--- src/rtl/mult_sched_2ch.sv ---
// Two-channel scheduler around one sequential shift-add signed multiplier.
// Round-robin grant in IDLE, WIDTH add/shift steps, then a one-cycle DONE pulse.
//
// state  | meaning
// IDLE   | waiting for Req0/Req1; captures the granted channel's operands
// ADD    | one shift-add step per cycle, counter 0..WIDTH-1
// DONE   | M holds the owner's product; owner's Done pulse
module mult_sched_2ch #(
  parameter int WIDTH = 4
) (
  input  logic               Clk,
  input  logic               Resetn,
  input  logic               Req0,
  input  logic [WIDTH-1:0]   X0,
  input  logic [WIDTH-1:0]   Y0,
  input  logic               Req1,
  input  logic [WIDTH-1:0]   X1,
  input  logic [WIDTH-1:0]   Y1,
  output logic               Ack0,
  output logic               Ack1,
  output logic               Done0,
  output logic               Done1,
  output logic [2*WIDTH-1:0] M,
  output logic               Busy
);

  localparam int PW = 2 * WIDTH;
  localparam int MW = WIDTH + 1;
  localparam int CW = (WIDTH > 1) ? $clog2(WIDTH) : 1;

  typedef enum logic [1:0] {S_IDLE, S_ADD, S_DONE} state_t;

  state_t          state, state_nxt;
  logic [PW-1:0]   x_mag;
  logic [MW-1:0]   y_mag;
  logic [PW-1:0]   acc;
  logic [CW-1:0]   cnt;
  logic            neg;
  logic            owner;
  logic            last_ch;

  logic             req_any;
  logic             grant_ch;
  logic [WIDTH-1:0] sel_x;
  logic [WIDTH-1:0] sel_y;
  logic [PW-1:0]    acc_step;
  logic [PW-1:0]    m_val;
  logic             last_step;

  // Magnitude needs one extra bit so the most-negative operand stays exact.
  function automatic logic [MW-1:0] mag(input logic [WIDTH-1:0] v);
    logic [MW-1:0] ext;
    ext = {v[WIDTH-1], v};
    return ext[MW-1] ? (~ext + MW'(1)) : ext;
  endfunction

  assign req_any   = Req0 | Req1;
  assign grant_ch  = (Req0 && (!Req1 || last_ch)) ? 1'b0 : 1'b1;
  assign sel_x     = grant_ch ? X1 : X0;
  assign sel_y     = grant_ch ? Y1 : Y0;
  assign acc_step  = acc + (y_mag[0] ? x_mag : '0);
  assign m_val     = neg ? (-acc_step) : acc_step;
  assign last_step = (cnt == CW'(WIDTH - 1));

  always_ff @(posedge Clk or negedge Resetn) begin
    if (!Resetn) state <= S_IDLE;
    else         state <= state_nxt;
  end

  always_comb begin
    state_nxt = state;
    case (state)
      S_IDLE:  if (req_any) state_nxt = S_ADD;
      S_ADD:   if (last_step) state_nxt = S_DONE;
      S_DONE:  state_nxt = S_IDLE;
      default: state_nxt = S_IDLE;
    endcase
  end

  always_comb begin
    Ack0  = 1'b0;
    Ack1  = 1'b0;
    Done0 = 1'b0;
    Done1 = 1'b0;
    Busy  = (state != S_IDLE);
    if (state == S_ADD && cnt == '0) begin
      Ack0 = !owner;
      Ack1 = owner;
    end
    if (state == S_DONE) begin
      Done0 = !owner;
      Done1 = owner;
    end
  end

  // last_ch resets to 1 so that channel 0 wins the first contested grant.
  always_ff @(posedge Clk or negedge Resetn) begin
    if (!Resetn) begin
      x_mag   <= '0;
      y_mag   <= '0;
      acc     <= '0;
      cnt     <= '0;
      neg     <= 1'b0;
      owner   <= 1'b0;
      last_ch <= 1'b1;
      M       <= '0;
    end else begin
      case (state)
        S_IDLE: begin
          if (req_any) begin
            x_mag   <= PW'(mag(sel_x));
            y_mag   <= mag(sel_y);
            acc     <= '0;
            cnt     <= '0;
            neg     <= sel_x[WIDTH-1] ^ sel_y[WIDTH-1];
            owner   <= grant_ch;
            last_ch <= grant_ch;
          end
        end
        S_ADD: begin
          acc   <= acc_step;
          x_mag <= x_mag << 1;
          y_mag <= y_mag >> 1;
          cnt   <= cnt + CW'(1);
          if (last_step) M <= m_val;
        end
        default: ;
      endcase
    end
  end

endmodule

--- config.mk ---
export PLATFORM = sky130hd
export DESIGN_NAME = mult_sched_2ch
export DESIGN_NICKNAME = d
export VERILOG_FILES = /design/src/rtl/mult_sched_2ch.sv
export SDC_FILE = /design/constraint.sdc
export NUM_CORES = 1
export LEC_CHECK = 0
export ABC_AREA = 1
export BUFFER_PORTS_ARGS = -buffer_cell sky130_fd_sc_hd__buf_4
export CAP_MARGIN = 20
export CORE_MARGIN = 2
export CORE_UTILIZATION = 56
export CTS_CLUSTER_SIZE = 20
export DETAILED_ROUTE_END_ITERATION = 7
export PLACE_DENSITY = 0.8
export SETUP_SLACK_MARGIN = 0.4
export SLEW_MARGIN = 10
export SYNTH_ARGS = -nofsm -noshare
export SYNTH_HDL_FRONTEND = slang
export SYNTH_SLANG_ARGS = --single-unit
--- constraint.sdc ---
create_clock -name Clk -period 6.7 [get_ports Clk]
set_input_delay 0.67 -clock Clk [delete_from_list [all_inputs] [get_ports Clk]]
set_output_delay 0.67 -clock Clk [all_outputs]
set_load 0.05 [all_outputs]
==> run_results.csv <==
group,metric,value,unit
outcome,status,"completed",
floorplanning,core_area,3740,µm²
drt,finalWirelength,4.75,mm
logic_synthesis,synth.area.top_cells,"dfrtp_1 39%, nand2_1 13%, inv_1 7.9%, ha_1 6.7%, o21ai_0 3.8%",
logic_synthesis,synth.cell_area,2230,µm²
floorplanning,ios,33,
timing,finalHoldViolCount,0,
logic_synthesis,synth_ff_type,"dfrtp_1",
floorplanning,start_util,59.5,%
floorplanning,dieHeight,67.1,µm
setup_path,critPathCaptureType,"register",
global_route,grt_pass1_vias,1929,
clock_tree,cts_sinks,36,
drt,ant_nets,0,
timing,setup_viol,0,
hold_path,min_path_type,"in2async",
pwr,p_per_area,516,nW/µm²
finish,drive_gt1_share,18.1,%
logic_synthesis,synth.net_count,320,
timing,period_needed,2350,ps
global_route,gr-usage-all-layers,24.9,%
finish,area_growth,17.1,%
timing,rsz0062_at_grt,"false",
timing,slew_headroom,70.3,%
global_route,antenna_found_initial,0,
finish,design_area,2610,µm²
clock_tree,cts_root_buf,"clkbuf_8",
clock_tree,holdBufCountCts,0,
placed_design,globalplace.congestion,0.828,
logic_synthesis,ys_top_cells_by_count,"80 x nand2_1, 47 x inv_1, 35 x dfrtp_1, 17 x o21ai_0, 15 x nand3_1",
clock_tree,cts_htree_levels,2,
setup_path,arrival,2530,ps
logic_synthesis,ys_ff_latch,36,
clock_tree,post_cts_buffers,0,
pwr,leakage,0.00141,µW
setup_path,cp_data_required_time,6880,ps
setup_path,worst-setup-path-type,"reg2reg",
global_route,grt_max_degree,37,
placed_design,port_buffers,32,
logic_synthesis,synthArstFlopShare,100,%
logic_synthesis,yosys.area.top_type,"dfrtp_1",
logic_synthesis,synth.avg_cell_area,7.76,µm²
pwr,vdd_ir_drop_max,0.312,mV
global_route,gr-total-overflow,0,
timing,fin_skew,3.24,ps
timing,clock.fmax,0.425,GHz
global_route,grtUsageMet3,4.73,%
global_route,grt.busiest_layer,"met2",
logic_synthesis,synth_cells,287,
logic_synthesis,synth_edf_count,0,
placed_design,place_area,2480,µm²
floorplanning,die_area,4500,µm²
setup_path,cp-start-kind,"register",
pwr,power,1340,µW
logic_synthesis,ys_types,35,
logic_synthesis,synthMostInstantiatedCell,"nand2_1",
setup_path,crit_fanout,9,
logic_synthesis,synth_seq_area_share,40.5,%
placed_design,dp.cells,361,
global_route,use_met2,43.9,%
timing,tightest_slew,446,ps
finish,final_util,69.7,%
drt,first_pass_iters,4,
finish,diodes,0,
drt,viasPerCell,5.33,
finish,fillerInstances,341,
placed_design,hpwl,3.51,mm
timing,drv_slew,0,
drt,drc,0,
clock_tree,cts_tree,"done",
floorplanning,die_x,67.1,µm
flow_run,drv_cap,0,
timing,setup_tns,0,ps
global_route,grt_use_met1,29.3,%
drt,first_iter_violations,144,
drt,wl_per_cell,12.9,µm
floorplanning,num_rows,22,
clock_tree,cts_buffers,5,
timing,period_share,35.1,%
logic_synthesis,yosysWarnings,0,
drt,vias,1965,
global_route,grt_pass1_wl,8.35,mm
finish,fin_cells,369,
clock_tree,worstSkewPairLatency,290,ps
clock_tree,path_clk_slew,70,ps
finish,layout.nets,353,
clock_tree,cts_resized,0,
clock_tree,cts_buffer_depth,2,
logic_synthesis,netlist.area_leader.share,39.3,%
==> sequential cells by signal, indices dropped and copies added, names as in the netlist <==
name     flops
last_ch      1
neg          1
owner        1
y_mag        5
acc          8
cnt          2
x_mag        8
state        2
M            8
==> metal layers <==
| metal | vias up | routed length (µm) |
|---|---|---|
| met5 | - | 0 |
| met4 | 0 | 133 |
| met3 | 14 | 245 |
| met2 | 61 | 2360 |
| met1 | 895 | 2010 |
| li1 | 995 | - |
==> layout by cell type (no fill, tap or decap), types with 4 or more instances in the layout <==
master     n
buf_4     32
o221ai_1   4
nand2_1   80
clkbuf_8   7
ha_1      12
nand3_1   15
o21ai_0   17
inv_1     47
dfrtp_1   35
nor2_1    10
o22ai_1    6
nand2_2    6
a21oi_1    5
nor3_1     7
o21ai_1   14
==> kinds of logic (layout without fill, tap and decap cells) <==
kind of cell               Yosys count  count (layout)  share of synthesized area (%)
buffers and inverters               57              91                           11.0
DFF                                 36              36                           40.5
adders and majority gates           13              13                           7.64
muxes                                2               2                           1.24
xor gates and xnor gates             4               4                           1.57
AOI/OAI and AO/OA                   53              53                           14.2
and+or+nand+nor                    122             122                           23.8
==> worst max-delay path: stages (launching register included) <==
cell and delay, ps:
dfrtp_1 480, nand2_1 100, inv_1 40, ha_1 200
fa_1 440, inv_1 140, ha_1 210, inv_1 70
nor2_1 100, nand3_1 90, nor2_1 100, nand2_1 70
a21oi_1 120, o21ai_1 80
==> per-stage QoR <==
stage	hold slack, ps	worst slack [ps]
after floorplan	374	4200
after global placement	468	4550
after detailed placement	472	4390
after CTS	338	4360
after global routing	363	4080
final	314	4350
==> report_power, final <==
| group | total, µW | internal, µW | switching (µW) |
|---|---|---|---|
| Sequential | 375 | 311 | 64.6 |
| Combinational | 760 | 246 | 513 |
| Clock | 209 | 131 | 78.2 |
==> area by class of cell <==
class,instances,area (µm²),area share (%)
Multi-Input combinational cell,194,1080,41.4
Sequential cell,36,902,34.6
Timing Repair Buffer,32,240,9.21
Inverter,51,199,7.63
Clock buffer,7,96.3,3.69
Tap cell,48,60.1,2.30
Clock inverter,1,30.0,1.15
==> worst paths after layout <==
| path | start | endpoint | slack (ps) | cells after the start |
|---|---|---|---|---|
| min reg2reg | y_mag[4] | y_mag[4] | 490 | 2 |
| min in group Clk | y_mag[4] | y_mag[4] | 490 | 2 |
| max | y_mag[0] | M[6] | 4350 | 13 |
| min | Resetn | acc[3] | 310 | 1 |
| max in group asynchronous | Resetn | last_ch | 6030 | 1 |
| max reg2reg | y_mag[0] | M[6] | 4350 | 13 |
Power figures use the tool's default switching activity.
